`src/rtl/dmem_mmio_responder_if.sv`:
```
// Memory-stage data bus and transmit-stream signals shared between the core/sink side
// and the data-memory/MMIO responder.
interface dmem_mmio_responder_if;
    logic        MemWriteM;
    logic [31:0] AddrM;
    logic [31:0] WriteDataM;
    logic [31:0] ReadDataM;
    logic [31:0] tx_data;
    logic        tx_valid;
    logic        tx_ready;
    logic        drop_pulse;

    modport master (
        output MemWriteM, AddrM, WriteDataM, tx_ready,
        input  ReadDataM, tx_data, tx_valid, drop_pulse
    );

    modport slave (
        input  MemWriteM, AddrM, WriteDataM, tx_ready,
        output ReadDataM, tx_data, tx_valid, drop_pulse
    );
endinterface

```
`src/rtl/dmem_mmio_responder.sv`:
```
// Word-addressed data RAM plus an MMIO window (TX FIFO, status, cycle and drop counters)
// answering the core's M-stage accesses; loads are combinational, stores commit at the edge.
module dmem_mmio_responder #(
    parameter int          RAM_WORDS  = 64,
    parameter int          FIFO_DEPTH = 8,
    parameter logic [31:0] MMIO_BASE  = 32'hFFFF_0000
) (
    input  logic                 clk,
    input  logic                 rst,
    dmem_mmio_responder_if.slave bus
);

    localparam int          AW        = (RAM_WORDS > 1) ? $clog2(RAM_WORDS) : 1;
    localparam int          PW        = $clog2(FIFO_DEPTH);
    localparam int          CW        = PW + 1;
    localparam logic [31:0] RAM_BYTES = 32'(RAM_WORDS * 4);
    localparam logic [CW-1:0] DEPTH_C = CW'(FIFO_DEPTH);

    localparam logic [1:0] OFF_TX_DATA = 2'd0;
    localparam logic [1:0] OFF_STATUS  = 2'd1;
    localparam logic [1:0] OFF_CYCLE   = 2'd2;
    localparam logic [1:0] OFF_DROP    = 2'd3;

    logic        ram_hit;
    logic        mmio_hit;
    logic [1:0]  offset;

    logic [31:0] mem_q [RAM_WORDS];

    logic [PW-1:0] rd_ptr_q, rd_ptr_d;
    logic [PW-1:0] wr_ptr_q, wr_ptr_d;
    logic [CW-1:0] count_q,  count_d;
    logic [31:0]   cyc_q,    cyc_d;
    logic [31:0]   drops_q,  drops_d;
    logic          drop_pulse_q, drop_pulse_d;

    logic [FIFO_DEPTH-1:0][31:0] fifo_word;

    logic        fifo_empty;
    logic        fifo_full;
    logic        pop;
    logic        push_req;
    logic        push_ok;
    logic [31:0] head_word;
    logic [31:0] read_data;

    assign ram_hit  = bus.AddrM < RAM_BYTES;
    assign mmio_hit = bus.AddrM[31:4] == MMIO_BASE[31:4];
    assign offset   = bus.AddrM[3:2];

    assign fifo_empty = count_q == '0;
    assign fifo_full  = count_q == DEPTH_C;
    assign head_word  = fifo_word[rd_ptr_q];

    // A push into a full FIFO still lands when the head leaves in the same cycle.
    assign pop      = ~fifo_empty & bus.tx_ready;
    assign push_req = bus.MemWriteM & mmio_hit & (offset == OFF_TX_DATA);
    assign push_ok  = push_req & (~fifo_full | pop);

    always_ff @(posedge clk) begin
        if (bus.MemWriteM && ram_hit) begin
            mem_q[bus.AddrM[AW+1:2]] <= bus.WriteDataM;
        end
    end

    genvar gi;
    generate
        for (gi = 0; gi < FIFO_DEPTH; gi++) begin : g_entry
            logic [31:0] entry_q;

            always_ff @(posedge clk) begin
                if (rst) begin
                    entry_q <= '0;
                end else if (push_ok && (wr_ptr_q == PW'(gi))) begin
                    entry_q <= bus.WriteDataM;
                end
            end

            assign fifo_word[gi] = entry_q;
        end
    endgenerate

    always_comb begin
        rd_ptr_d     = rd_ptr_q;
        wr_ptr_d     = wr_ptr_q;
        count_d      = count_q;
        drops_d      = drops_q;
        drop_pulse_d = push_req & ~push_ok;
        cyc_d        = cyc_q + 32'd1;

        if (pop) begin
            rd_ptr_d = rd_ptr_q + PW'(1);
        end
        if (push_ok) begin
            wr_ptr_d = wr_ptr_q + PW'(1);
        end

        unique case ({push_ok, pop})
            2'b10:   count_d = count_q + CW'(1);
            2'b01:   count_d = count_q - CW'(1);
            default: count_d = count_q;
        endcase

        if (push_req && !push_ok && (drops_q != 32'hFFFF_FFFF)) begin
            drops_d = drops_q + 32'd1;
        end

        if (bus.MemWriteM && mmio_hit && (offset == OFF_CYCLE)) begin
            cyc_d = '0;
        end
    end

    always_ff @(posedge clk) begin
        if (rst) begin
            rd_ptr_q     <= '0;
            wr_ptr_q     <= '0;
            count_q      <= '0;
            cyc_q        <= '0;
            drops_q      <= '0;
            drop_pulse_q <= 1'b0;
        end else begin
            rd_ptr_q     <= rd_ptr_d;
            wr_ptr_q     <= wr_ptr_d;
            count_q      <= count_d;
            cyc_q        <= cyc_d;
            drops_q      <= drops_d;
            drop_pulse_q <= drop_pulse_d;
        end
    end

    always_comb begin
        read_data = '0;
        if (ram_hit) begin
            read_data = mem_q[bus.AddrM[AW+1:2]];
        end else if (mmio_hit) begin
            unique case (offset)
                OFF_TX_DATA: read_data = fifo_empty ? 32'd0 : head_word;
                OFF_STATUS:  read_data = 32'({count_q, fifo_full, fifo_empty});
                OFF_CYCLE:   read_data = cyc_q;
                OFF_DROP:    read_data = drops_q;
                default:     read_data = '0;
            endcase
        end
    end

    assign bus.ReadDataM  = read_data;
    assign bus.tx_data    = head_word;
    assign bus.tx_valid   = ~fifo_empty;
    assign bus.drop_pulse = drop_pulse_q;

endmodule

```
`src/flat_wrapper.sv`:
```
// flat-port wrapper written by rule: the top's interface ports become plain ports
module dmem_mmio_responder_flat 
#(
    parameter int          RAM_WORDS  = 64,
    parameter int          FIFO_DEPTH = 8,
    parameter logic [31:0] MMIO_BASE  = 32'hFFFF_0000
)
  (clk, rst, bus_MemWriteM, bus_AddrM, bus_WriteDataM, bus_tx_ready, bus_ReadDataM, bus_tx_data, bus_tx_valid, bus_drop_pulse);
  dmem_mmio_responder_if bus_i ();
  input  logic clk;
  input  logic rst;
  input wire logic [$bits(bus_i.MemWriteM)-1:0] bus_MemWriteM;
  input wire logic [$bits(bus_i.AddrM)-1:0] bus_AddrM;
  input wire logic [$bits(bus_i.WriteDataM)-1:0] bus_WriteDataM;
  input wire logic [$bits(bus_i.tx_ready)-1:0] bus_tx_ready;
  output wire logic [$bits(bus_i.ReadDataM)-1:0] bus_ReadDataM;
  output wire logic [$bits(bus_i.tx_data)-1:0] bus_tx_data;
  output wire logic [$bits(bus_i.tx_valid)-1:0] bus_tx_valid;
  output wire logic [$bits(bus_i.drop_pulse)-1:0] bus_drop_pulse;
  assign bus_i.MemWriteM = bus_MemWriteM;
  assign bus_i.AddrM = bus_AddrM;
  assign bus_i.WriteDataM = bus_WriteDataM;
  assign bus_i.tx_ready = bus_tx_ready;
  assign bus_ReadDataM = bus_i.ReadDataM;
  assign bus_tx_data = bus_i.tx_data;
  assign bus_tx_valid = bus_i.tx_valid;
  assign bus_drop_pulse = bus_i.drop_pulse;
  dmem_mmio_responder #(.RAM_WORDS(RAM_WORDS), .FIFO_DEPTH(FIFO_DEPTH), .MMIO_BASE(MMIO_BASE)) u_core (.clk(clk), .rst(rst), .bus(bus_i));
endmodule
```
`config.mk`:
```
export PLATFORM = sky130hd
export DESIGN_NAME = dmem_mmio_responder_flat
export DESIGN_NICKNAME = d
export VERILOG_FILES = /design/src/rtl/dmem_mmio_responder_if.sv /design/src/rtl/dmem_mmio_responder.sv /design/src/flat_wrapper.sv
export SDC_FILE = /design/constraint.sdc
export NUM_CORES = 2
export LEC_CHECK = 0
export ABC_CLOCK_PERIOD_IN_PS = 5380
export BUFFER_PORTS_ARGS = -buffer_cell sky130_fd_sc_hd__buf_2
export CORE_UTILIZATION = 63
export DETAILED_ROUTE_END_ITERATION = 10
export HOLD_SLACK_MARGIN = 0.15
export PLACE_DENSITY = 0.85
export SETUP_SLACK_MARGIN = 0.4
export SLEW_MARGIN = 5
export SYNTH_ARGS = -nofsm -noshare
export SYNTH_HDL_FRONTEND = slang
export SYNTH_SLANG_ARGS = --single-unit
```
`constraint.sdc`:
```
create_clock -name clk -period 5.38 [get_ports clk]
set_clock_uncertainty 0.2 [all_clocks]
set_input_delay 0.538 -clock clk [delete_from_list [all_inputs] [get_ports clk]]
set_output_delay 0.538 -clock clk [all_outputs]
set_load 0.05 [all_outputs]
```
==> impl_results.md <==
- Critical path's top delay family: compound AO/OA/AOI/OAI gates
- Max FO, Critical Path: 83
- Full die area: 150000 µm²
- WHS: 0.196 ns
- CTS tree: built
- Row cnt: 141
- Bufs on Longest Clock Path: 3
- Unrepaired setup endpoints after global routing: false
- Fill count: 7952
- Fin util: 0.715
- Largest family of logic cells by synthesized area: multiplexers
- Post-Syn Area: 93600 µm²
- CP Data Arrival Time: 4.31 ns
- Yosys reg bits: 2379
- EDFF count, synth: 2048
- Setup crit start: bus_AddrM[3]
- Post-synth top area cell: edfxtp_1
- Final hold violation count: 0
- TritonCTS Buffers: 213
- Post-DP Area: 98500 µm²
- Via density: 7.48
- Period utilisation layout: 0.938
- First-pass GRT wire length: 404 mm
- Root buffer cell: clkbuf_16
- Max_cap viols: 0
- Hold EP: u_core.mem_q[32][3]
- GPL Wtd Cong: 0.946
- Slew HR: 0.0487
- Max Clock Freq: 198 MHz
- PwrDens: 353 nW/µm²
- Critical Path Slowest Stage Cell: nor4_1
- VDD IR max: 0.293 mV
- R2R setup slack: 1.95 ns
- FF+latch area: 68100 µm²
- Clk_lat worst skew: 0.87 ns
- Grt total ovfl: 0
- Worst hold stages: 2
- Adder-Cell Fraction of Synth Area: 0.00168
- Most frequent cells after synthesis: edfxtp_1 (2048), mux4_2 (424), mux2i_1 (411)
- Worst r2r path cells: 6
- Max incr delay on CP: 0.55 ns
- Starting Density: 0.634
- Area occupied by multi-input gates: 24500 µm²
- Fin nets: 5683
- CP Data Required Time: 4.64 ns
- Clock transition at the registers of the reported paths: 0.06 ns
- Core area: 148000 µm²
- Final WS setup: 0.335 ns
- Num ports: 134
- Dpl hpwl: 158 mm
- Post-synthesis compound-gate area fraction: 0.0485
- Initial antenna violation count: 21
- Area growth from synthesis to layout: 12.7%
- Largest net degree at the start of global routing: 173
- Total Power: 37.2 mW
- R2r endpoint: u_core.drops_q[31]
- Final standard cell area without fillers: 106000 µm²
- Worst Path Buf+Inv: 4
- Die width: 387 µm
- Startpoint types: input port
- DP Worst Slack: 0.420 ns
- Wire per inst: 37.6 µm
- Final setup violation count: 0
- 1st-pass router iterations: 10
- Share of layout cells above drive strength 1: 0.239
- Buffers on Ports: 131
- Yosys cell types: 69
- Synth Instances: 5306
- Hold Path Origin: bus_WriteDataM[3]
- ANT nets after route: 0
- Primary FF master, synth: edfxtp_1
- Min Tclk post-route: 5.05 ns
- Share of the synthesized area in the top cell type: 0.657
- Count leader, synth: edfxtp_1
- Most used cell, CP: o22ai_1
- Critical path type: input port to primary output
- Final Non-Filler Cells: 7712
- Yosys warnings: 0
- Leak pwr: 34.7 nW
- Max-slew violations: 0
- Status: completed
- Die Ht: 387 µm
- CTS sink count: 2379
- Post-synth ARST share: 0
- Dpl cells: 7313
- Register area share after synthesis: 0.728
- Synthesized net count: 5386
- Syn avg cell area: 17.6 µm²
- Worst min-delay path class: input port to flip-flop
- Worst-margin pin slew: 1.42 ns
- R2R Path Start: u_core.count_q[1]
- Starting DRT DRC Count: 11400
- Mux cell area share after synthesis: 0.160
- Simple-gate area share of the yosys netlist: 0.0410
- Crit. End Element: primary output
- Number of setup buffers added after CTS: 0
- Global Route Usage Sum: 0.383
- Setup TNS Final: 0 ns
- Post-Synth XOR/XNOR Area: 0.00477
- Top post-synthesis cells by area: edfxtp_1 (66%), mux4_2 (10%), dfxtp_1 (7.1%)
- DRT Wirelength: 290 mm
- Vias in the first global route: 55600
- Critical Path, Cell by Cell: buf_8 > buf_12 > mux4_2 > a22o_1 > a221oi_1 > o22ai_1 > buf_4 > nor4_1 > o22ai_1 > buf_2
- H-tree levels: 4
- Drt drc: 0
- Via Count: 57600
worst max-delay path by stage:
stage | end | slack, ns | depth (start not counted)
floorplan | bus_ReadDataM[19] | 0.43 | 8
global placement | bus_ReadDataM[17] | 0.46 | 9
detailed placement | bus_ReadDataM[9] | 0.42 | 9
CTS | bus_ReadDataM[20] | 0.43 | 9
global route | bus_ReadDataM[1] | 0.43 | 10
finish | bus_ReadDataM[1] | 0.33 | 10
per-layer routing:
layer	vias to the layer above	track usage	routed length (µm)
met5	-	0.00319	152
met4	24	0.256	23800
met3	1398	0.135	45600
met2	6145	0.568	129000
met1	28300	0.479	90900
li1	21800	-	-
registers in the layout (all words and copies together) (netlist names):
name,flops
u_core.drops_q,32
u_core.wr_ptr_q,3
u_core.g_entry.entry_q,256
u_core.bus.drop_pulse,1
u_core.cyc_q,32
u_core.rd_ptr_q,3
u_core.count_q,4
u_core.mem_q,2048
power by group:
part,total (mW),switching (mW),internal [mW]
clock network,15.3,6.85,8.45
registers,20.0,0.0103,20.0
logic,1.89,1.30,0.584
cells in the final DEF (no fill, tap or decap), types with 30 or more instances in the layout:
cell	Yosys	routed
a22oi_1	114	114
nand3_1	53	50
mux2i_1	411	411
clkinv_1	1	47
clkbuf_1	240	42
edfxtp_1	2048	2048
buf_4	0	279
clkinv_2	0	33
dfxtp_1	331	329
nand4_1	30	30
o21ai_0	59	57
buf_2	89	126
mux4_2	424	424
clkbuf_16	0	219
o211ai_1	46	46
xnor2_1	35	35
a21oi_1	166	166
nor4_1	31	31
nand2_1	236	235
o22ai_1	85	85
buf_12	0	33
a211oi_1	32	32
nor2_4	0	66
mux2_2	113	113
nor2_1	373	305
area by class of cell:
class,instances,area share
well taps,1930,0.0229
multi-input cells,2538,0.232
inverters,24,0.000901
flip-flops and latches,2379,0.646
clock inverters,122,0.0111
clock buffers,265,0.0540
repair buffers,447,0.0330
diodes,7,0.000166
cells by family (layout without fill, tap and decap cells):
logic type / count (synthesis) / in the layout
compound gates: 671 / 671
mux: 948 / 948
xor+xnor: 51 / 51
fa+ha+maj: 12 / 12
other cells: 0 / 7
simple gates: 856 / 856
flops: 2379 / 2379
buf+inv: 389 / 858
timing repair:
item | CTS | global route
hold buffers | 5 | 0
resized for setup | 2 | 6
pin swaps | 0 | 0
endpoints found under the setup margin | 2 | 6
endpoints found under the hold margin | 58 | 0
(Power assumes the default switching activity.)
